===== src/rtl/rca_config.sv =====
// rca_config: shared types and defaults for the RCA load/store queue.
//   lsq_entry_t      - one queued memory operation (addr, data, fn3, load, store)
//   lsq_lock_state_t - LSU lock FSM states
//   row_is_valid()   - a grid row request is real only with exactly one op type set
package rca_config;

    localparam int XLEN              = 32;
    localparam int RCA_GRID_NUM_ROWS = 4;
    localparam int RCA_LSQ_DEPTH     = 8;

    typedef struct packed {
        logic [XLEN-1:0] addr;
        logic [XLEN-1:0] data;
        logic [2:0]      fn3;
        logic            load;
        logic            store;
    } lsq_entry_t;

    typedef enum logic [1:0] {
        LOCK_IDLE   = 2'd0,
        LOCK_LOCKED = 2'd1,
        LOCK_DRAIN  = 2'd2
    } lsq_lock_state_t;

    function automatic logic row_is_valid(input logic req, input logic ld, input logic st);
        return req & (ld ^ st);
    endfunction

endpackage


===== src/rtl/rca_lsq_compactor.sv =====
// rca_lsq_compactor: exclusive prefix count of valid rows.
//   row_valid : per-row valid strobe
//   prefix[i] : number of valid rows with index < i (slot offset from tail)
//   total     : number of valid rows this cycle
module rca_lsq_compactor #(
    parameter int GRID_NUM_ROWS = 4,
    parameter int CW            = $clog2(GRID_NUM_ROWS + 1)
) (
    input  logic [GRID_NUM_ROWS-1:0]         row_valid,
    output logic [GRID_NUM_ROWS-1:0][CW-1:0] prefix,
    output logic [CW-1:0]                    total
);

    logic [CW-1:0] acc;

    always_comb begin
        acc = '0;
        for (int i = 0; i < GRID_NUM_ROWS; i++) begin
            prefix[i] = acc;
            acc       = acc + CW'(row_valid[i]);
        end
        total = acc;
    end

endmodule


===== src/rtl/rca_lsq.sv =====
// rca_lsq: multi-push, single-pop load/store queue between the RCA grid and the LSU.
//   clk, rst             : clock, async active-low reset
//   grid_*               : per-row request fields and strobe
//   fifo_full            : fewer than GRID_NUM_ROWS free entries
//   rs1/rs2/fn3/load/store, new_request : head entry to the LSU (zero when empty)
//   lsu_ready            : LSU takes the head entry this cycle
//   rca_lsu_lock         : LSU reserved for RCA traffic
//   rca_flush            : synchronous discard of all entries
module rca_lsq
    import rca_config::*;
#(
    parameter int LSQ_DEPTH     = RCA_LSQ_DEPTH,
    parameter int GRID_NUM_ROWS = RCA_GRID_NUM_ROWS
) (
    input  logic                               clk,
    input  logic                               rst,
    input  logic [GRID_NUM_ROWS-1:0][XLEN-1:0] grid_addr,
    input  logic [GRID_NUM_ROWS-1:0][XLEN-1:0] grid_data,
    input  logic [GRID_NUM_ROWS-1:0][2:0]      grid_fn3,
    input  logic [GRID_NUM_ROWS-1:0]           grid_load,
    input  logic [GRID_NUM_ROWS-1:0]           grid_store,
    input  logic [GRID_NUM_ROWS-1:0]           grid_new_request,
    output logic                               fifo_full,
    output logic [XLEN-1:0]                    rs1,
    output logic [XLEN-1:0]                    rs2,
    output logic [2:0]                         fn3,
    output logic                               load,
    output logic                               store,
    output logic                               new_request,
    output logic                               rca_lsu_lock,
    input  logic                               lsu_ready,
    input  logic                               rca_flush
);

    localparam int PW   = $clog2(LSQ_DEPTH);
    localparam int CNTW = $clog2(LSQ_DEPTH + 1);
    localparam int CW   = $clog2(GRID_NUM_ROWS + 1);

    logic [GRID_NUM_ROWS-1:0]         row_valid;
    logic [GRID_NUM_ROWS-1:0][CW-1:0] prefix;
    logic [CW-1:0]                    push_total;
    logic [CW-1:0]                    push_cnt;
    logic                             accept;
    logic                             push_any;
    logic                             pop;

    logic [PW-1:0]   head;
    logic [PW-1:0]   tail;
    logic [CNTW-1:0] count;
    logic [CNTW-1:0] count_next;

    lsq_entry_t      mem [LSQ_DEPTH];
    lsq_entry_t      head_entry;
    lsq_lock_state_t state;
    lsq_lock_state_t state_next;

    always_comb begin
        row_valid = '0;
        for (int i = 0; i < GRID_NUM_ROWS; i++)
            row_valid[i] = row_is_valid(grid_new_request[i], grid_load[i], grid_store[i]);
    end

    rca_lsq_compactor #(
        .GRID_NUM_ROWS (GRID_NUM_ROWS),
        .CW            (CW)
    ) u_compactor (
        .row_valid (row_valid),
        .prefix    (prefix),
        .total     (push_total)
    );

    // Full is judged from the registered count only, so the grid never sees
    // a combinational path from its own requests back to its backpressure.
    assign fifo_full   = (LSQ_DEPTH - int'(count)) < GRID_NUM_ROWS;
    assign accept      = !fifo_full && !rca_flush;
    assign push_cnt    = accept ? push_total : '0;
    assign push_any    = (push_cnt != '0);
    assign new_request = (count != '0);
    assign pop         = new_request && lsu_ready;
    assign count_next  = count + CNTW'(push_cnt) - CNTW'(pop);

    always_ff @(posedge clk or negedge rst) begin
        if (!rst) begin
            head  <= '0;
            tail  <= '0;
            count <= '0;
        end else if (rca_flush) begin
            head  <= '0;
            tail  <= '0;
            count <= '0;
        end else begin
            head  <= head + PW'(pop);
            tail  <= tail + PW'(push_cnt);
            count <= count_next;
        end
    end

    // Entry storage carries no reset: validity lives entirely in count.
    // Rows land at tail + their prefix, so valid rows pack contiguously in row order.
    always_ff @(posedge clk) begin
        for (int i = 0; i < GRID_NUM_ROWS; i++) begin
            if (accept && row_valid[i])
                mem[tail + PW'(prefix[i])] <= lsq_entry_t'{
                    addr:  grid_addr[i],
                    data:  grid_data[i],
                    fn3:   grid_fn3[i],
                    load:  grid_load[i],
                    store: grid_store[i]
                };
        end
    end

    // A freshly pushed entry is only visible once count is updated, so an
    // empty queue never forwards a same-cycle push to the LSU.
    assign head_entry = new_request ? mem[head] : '0;
    assign rs1        = head_entry.addr;
    assign rs2        = head_entry.data;
    assign fn3        = head_entry.fn3;
    assign load       = head_entry.load;
    assign store      = head_entry.store;

    always_ff @(posedge clk or negedge rst) begin
        if (!rst) state <= LOCK_IDLE;
        else      state <= state_next;
    end

    // DRAIN holds the lock one extra cycle after the queue empties so the
    // LSU's last RCA access is not interleaved with core traffic.
    always_comb begin
        state_next = state;
        unique case (state)
            LOCK_IDLE:   if (push_any) state_next = LOCK_LOCKED;
            LOCK_LOCKED: if (!push_any && count_next == '0) state_next = LOCK_DRAIN;
            LOCK_DRAIN:  state_next = push_any ? LOCK_LOCKED : LOCK_IDLE;
            default:     state_next = LOCK_IDLE;
        endcase
        if (rca_flush) state_next = LOCK_IDLE;
    end

    assign rca_lsu_lock = (state != LOCK_IDLE);

    // Requests presented while full are dropped; the grid should never do this.
    a_no_push_when_full: assert property (@(posedge clk) disable iff (!rst)
        !(fifo_full && (|row_valid)))
        else $error("rca_lsq: request dropped while fifo_full");

endmodule


===== config.mk =====
export PLATFORM = sky130hd
export DESIGN_NAME = rca_lsq
export DESIGN_NICKNAME = d
export VERILOG_FILES = /design/src/rtl/rca_config.sv /design/src/rtl/rca_lsq_compactor.sv /design/src/rtl/rca_lsq.sv
export SDC_FILE = /design/constraint.sdc
export NUM_CORES = 2
export LEC_CHECK = 0
export ABC_AREA = 1
export BUFFER_PORTS_ARGS = -buffer_cell sky130_fd_sc_hd__buf_2
export CAP_MARGIN = 0
export CELL_PAD_IN_SITES_DETAIL_PLACEMENT = 0
export CELL_PAD_IN_SITES_GLOBAL_PLACEMENT = 1
export CORE_MARGIN = 2
export CORE_UTILIZATION = 44
export DETAILED_ROUTE_END_ITERATION = 10
export GPL_ROUTABILITY_DRIVEN = 0
export PLACE_DENSITY_LB_ADDON = 0.08
export SETUP_SLACK_MARGIN = 0.5
export SLEW_MARGIN = 30
export SYNTH_ARGS = -nofsm -noshare
export SYNTH_HDL_FRONTEND = slang
export SYNTH_HIERARCHICAL = 1
export SYNTH_SLANG_ARGS = --single-unit

===== constraint.sdc =====
create_clock -name clk -period 6.6 [get_ports clk]
set_clock_uncertainty 0.2 [all_clocks]
set_input_delay 0.99 -clock clk [delete_from_list [all_inputs] [get_ports clk]]
set_output_delay 0.99 -clock clk [all_outputs]
set_load 0.02 [all_outputs]

## Yosys cells after proc, flatten, opt, wreduce, memory -nomap -nowiden

Memories as Yosys holds them, arrays and structs flattened.
Index checks and enable logic that the tools add are counted.

- Bits of input ports: 284
- Register bits: 12
- Memory bits (writable): 552
- Memories: 1
- Output and inout port bits: 72

- Add/subtract/negate cells: 11
- Reduce and logical (&&, ||, !) cells: 16
- Muxes and demuxes: 18
- Order comparisons: 1
- Equal/unequal tests: 4
- Bitwise logic cells: 8

Memory list:

| memory | words | bits a word | rd ports | clocked after memory_dff | write ports | line | source |
|---|---|---|---|---|---|---|---|
| mem | 8 | 69 | 1 | 0 | 4 | rca_lsq.sv:52 | `lsq_entry_t mem [LSQ_DEPTH];` |

Operators with widths:

| cell | number |
|---|---|
| 69-bit 2-to-1 mux | 1 |
| 3-bit by 1-bit adder with 3-bit output | 4 |
| 3-bit adder | 3 |
| 1-bit 2-to-1 mux | 9 |
| 3-bit 2-to-1 mux | 3 |
| 1-bit logical AND | 7 |
| 2-bit 2-to-1 mux | 3 |
| 3-bit != test, second input constant | 2 |
| 2-bit one-hot mux with 3 select lines | 1 |
| 5-bit by 4-bit < comparator with 1-bit output, second input constant | 1 |
| 4-bit by 4-bit subtractor with 5-bit output, first input constant | 1 |
| 4-bit by 3-bit adder with 4-bit output | 1 |
| 1-bit AND | 4 |
| 4-bit logical NOT | 1 |
| 4-bit 2-to-1 mux | 1 |
| 4-bit nonzero test | 1 |
| 4-bit by 1-bit subtractor with 4-bit output | 1 |
| 1-bit XOR | 4 |
| 1-bit logical NOT | 3 |
| 3-bit nonzero test | 1 |
| 1-bit by 1-bit adder with 2-bit output | 1 |
| 2-bit by 1-bit equality test with 1-bit output, second input constant | 1 |
| 2-bit equality test, second input constant | 1 |
| 2-bit logical NOT | 1 |
| 2 further kinds | 2 |

## Longest topological paths before layout

- Depth in word-level cells: 13
- Mapped depth: 22
- Mapped depth without buffers: 21

## Hierarchy

Netlist, hierarchy kept.

Modules (own cells, without submodules):

| module | times used | cells an instance | area each (µm²) |
|---|---|---|---|
| rca_lsq | 1 | 7513 | 46819.9 |
| rca_lsq_compactor | 1 | 24 | 183.9 |

## Least setup slack after synthesis

OpenSTA, ideal clock, no wires.

- Kind: in2reg
- Start: input grid_load[0]
- End: memory mem[4][0] in the netlist's numbering, enable pin
- Cell stages on the path: 14
- Data required time: 5.361 ns
- Path slack: 0.021 ns
- Setup time: 1.039 ns
- Data arrival time: 5.340 ns
- Cell sequence: clkbuf_1 -> nor2_1 -> nor2_1 -> inv_1 -> fa_1 -> inv_1 -> ha_1 -> fa_1 -> inv_1 -> nand3_1 -> nor2_2 -> inv_2 -> buf_2 -> nand4_1

RTL lines:

| element | line | source |
|---|---|---|
| start, declared | rca_lsq.sv:20 | `input logic [GRID_NUM_ROWS-1:0] grid_load,` |
| end, declared | rca_lsq.sv:52 |  |

## Worst setup path after layout

- Start: register head[1]
- End: output rs2[31]

- Cells in the longest elaborated chain, start to end: 2

RTL lines:

| element | line | source |
|---|---|---|
| start, declared | rca_lsq.sv:47 | `logic [PW-1:0] head;` |
| start signal, assigned | rca_lsq.sv:92 | `head <= head + PW'(pop);` |
| memory read 8 x 69 bit | - |  |
| 69-bit 2-to-1 mux | rca_lsq.sv:115 | `assign head_entry = new_request ? mem[head] : '0;` |
| end, declared | rca_lsq.sv:25 | `output logic [XLEN-1:0] rs2,` |

No other way between the ends.

==> flow_metrics.env <==
export IMPL_run_status="completed"
export IMPL_ys_ff_latch=564
export IMPL_synth_simple_area_share_pct=44.4
export IMPL_synthMuxAreaShare_pct=0
export IMPL_critPathLaunch="head[1]"
export IMPL_die_area_um2=109000
export IMPL_fin_ws_ns=1.36
export IMPL_p_int_mw=8.32
export IMPL_grt_pass1_wl_mm=338
export IMPL_clkLatencyLatePin_ns=0.65
export IMPL_final_cell_mix="nand2_1, nand3_1, inv_1"
export IMPL_synth_area_per_cell_um2=6.24
export IMPL_timing_final_crit_share_pct=79.5
export IMPL_synth_edf_count=552
export IMPL_via_per_inst=6.02
export IMPL_start_kind="register"
export IMPL_nFillCells=10900
export IMPL_row_count=119
export IMPL_comb_power_share_pct=45.1
export IMPL_dieHeight_um=331
export IMPL_ys_seq_area_share_pct=35.9
export IMPL_track_usage_pct=41.9
export IMPL_postCtsHoldBufs=0
export IMPL_netSwitchingPower_mw=7.42
export IMPL_num_vias=52700
export IMPL_wl_met2_mm=102
export IMPL_critPathKind="reg2out"
export IMPL_dominantRegCellSynth="edfxtp_1"
export IMPL_initial_core_util_pct=44.5
export IMPL_worstPathArrival_ns=4.05
export IMPL_top_layer="met5"
export IMPL_cts_root_buf="clkbuf_16"
export IMPL_hold_ws_ns=0.0335
export IMPL_cts_sinks=564
export IMPL_yosysTopAreaCell="edfxtp_1"
export IMPL_grt_max_degree=181
export IMPL_tightest_slew_ns=1.09
export IMPL_cellPowerDensity_nw_per_um2=310
export IMPL_wl_met1_mm=88.2
export IMPL_multi_input_area_um2=24400
export IMPL_grt_overflow=0
export IMPL_synth_compound_area_share_pct=5.73
export IMPL_post_cts_buffers=0
export IMPL_cts_tree="built"
export IMPL_dr_wl_met3_mm=30.4
export IMPL_ys_async_sr_fraction_pct=2.13
export IMPL_final_common_cell="nand2_1"
export IMPL_hold_path_class="in2async"
export IMPL_areaGrowthSynthToFinish_pct=7.88
export IMPL_synthXorXnorAreaFrac_pct=0.112
export IMPL_dr_pass1_iters=6
export IMPL_syn_inst=7537
export IMPL_nets=7611
export IMPL_fin_tns_setup_ns=0
export IMPL_max_clock_path_buffers=3
export IMPL_die_x_um=331
export IMPL_pwr_share_clk_pct=24.7
export IMPL_wl_per_cell_um=26.7
export IMPL_fin_crit_ns=5.24
export IMPL_grt_pass1_vias=49100
export IMPL_core_area_um2=106000
export IMPL_seq_power_share_pct=30.2
export IMPL_maxSlewViolCount=0
export IMPL_drtIter0Drc=7434
export IMPL_antenna_found_initial=31
export IMPL_port_buffers=355
export IMPL_synthAdderAreaFrac_pct=0.793
export IMPL_dpl_instance_area_um2=48500
export IMPL_final_antenna_net_count=0
export IMPL_finalSetupViolCount=0
export IMPL_regArea_um2=16900
export IMPL_num_io_pins=356
export IMPL_cts_buffers=74
export IMPL_ff2ff_setup_slack_ns=2.22
export IMPL_cts_htree_levels=3
export IMPL_drt_wl_total_mm=234
export IMPL_slew_headroom_pct=27.5
export IMPL_drv_cap=0
export IMPL_synth_area_um2=47000
export IMPL_synth_top_cell_area_share_pct=35.3
export IMPL_cp_max_fo=41
export IMPL_worstPathRequired_ns=5.41
export IMPL_cts_resized_gates=0
export IMPL_drive_gt1_share_pct=8.69
export IMPL_drcViolationCount=0
export IMPL_post_place_ws_ns=1.08
export IMPL_fin_area_um2=50700
export IMPL_timing_fmax_ghz=0.191
export IMPL_rsz0062_at_grt="no"
export IMPL_swShare_pct=47.1
export IMPL_p_leak_nw=24.9
export IMPL_synth_area_top_cells="edfxtp_1, nand2_1, nand3_1"
export IMPL_hold_viol=0
export IMPL_crit_path_end_kind="output pin"
export IMPL_regToRegStartpoint="tail[0]"
export IMPL_ys_types=38
export IMPL_ys_warn_count=6
export IMPL_ir_worst_vdd_mv=0.261
export IMPL_clk_transition_reported_paths_ns=0.06
export IMPL_synth_top_family_by_area="simple AND/OR/NAND/NOR gates"
export IMPL_hpwl_mm=127
## registers in the layout, summed over array words and instances, names as in the netlist
register / count
count: 4
head: 3
mem: 552
state: 2
tail: 3
## metrics by stage
stage	utilization, %	power [mW]	std cells
floorplan	-	8.99	7542
global placement	45.9	11.6	8615
detailed placement	45.9	11.7	8616
CTS	48.0	15.5	8741
global route	48.0	16.3	8750
finish	48.0	15.7	8756
## power groups by stage
stage / registers (mW) / logic [mW] / clock network (mW)
4_1_cts: 4.76 / 6.86 / 3.88
3_3_place_gp: 4.82 / 6.81 / 0
2_1_floorplan: 4.75 / 4.24 / 0
6_report: 4.76 / 7.10 / 3.89
3_5_place_dp: 4.83 / 6.85 / 0
5_1_grt: 4.79 / 7.48 / 4.00
## per-layer routing
layer,up-vias,global-route usage [%]
li1,23700,-
met1,24300,54.1
met2,3805,64.0
met3,825,11.0
met4,40,22.8
met5,-,0
## Yosys cell counts, types with 5 or more instances
cell type,instances
nand2_1,2830
nand3_1,1662
inv_1,674
edfxtp_1,552
nor2_1,447
buf_2,362
o21ai_0,348
clkbuf_1,276
buf_1,95
a31oi_1,69
o22ai_1,69
buf_4,36
clkbuf_2,18
ha_1,17
dfrtp_1,12
nor2_2,10
fa_1,8
inv_2,8
a21oi_1,6
nor2_4,5
## logic make-up after synthesis
kind of cell,Yosys count
AOI/OAI and AO/OA,500
other,1
DFF,564
adders and majority gates,25
and+or+nand+nor,4969
xor gates and xnor gates,6
buffers and inverters,1472
## layout make-up
cell class,count,share of cell area [%]
diodes,14,0.0691
clock buffers,101,4.00
clock inverters,24,0.279
inverters,683,5.12
multi-input cells,5506,48.0
flip-flops and latches,564,33.3
well taps,1391,3.43
repair buffers,473,5.78
## critical path, cell delays in order, from the launching register on
cell	delay (ns)
dfrtp_4	0.80
buf_4	0.51
buf_4	0.67
o21ai_0	0.20
o22ai_1	0.22
o21ai_0	0.10
a31oi_1	0.56
buf_2	0.29
## worst paths after layout
check	endpoint	cells after the start
max in group asynchronous	head[1]	1
min reg2reg	state[0]	2
min in group clk	state[0]	2
max reg2reg	mem[5][19]	9
min	state[0]	1
max	rs2[31]	7
(Power assumes the default switching activity.)
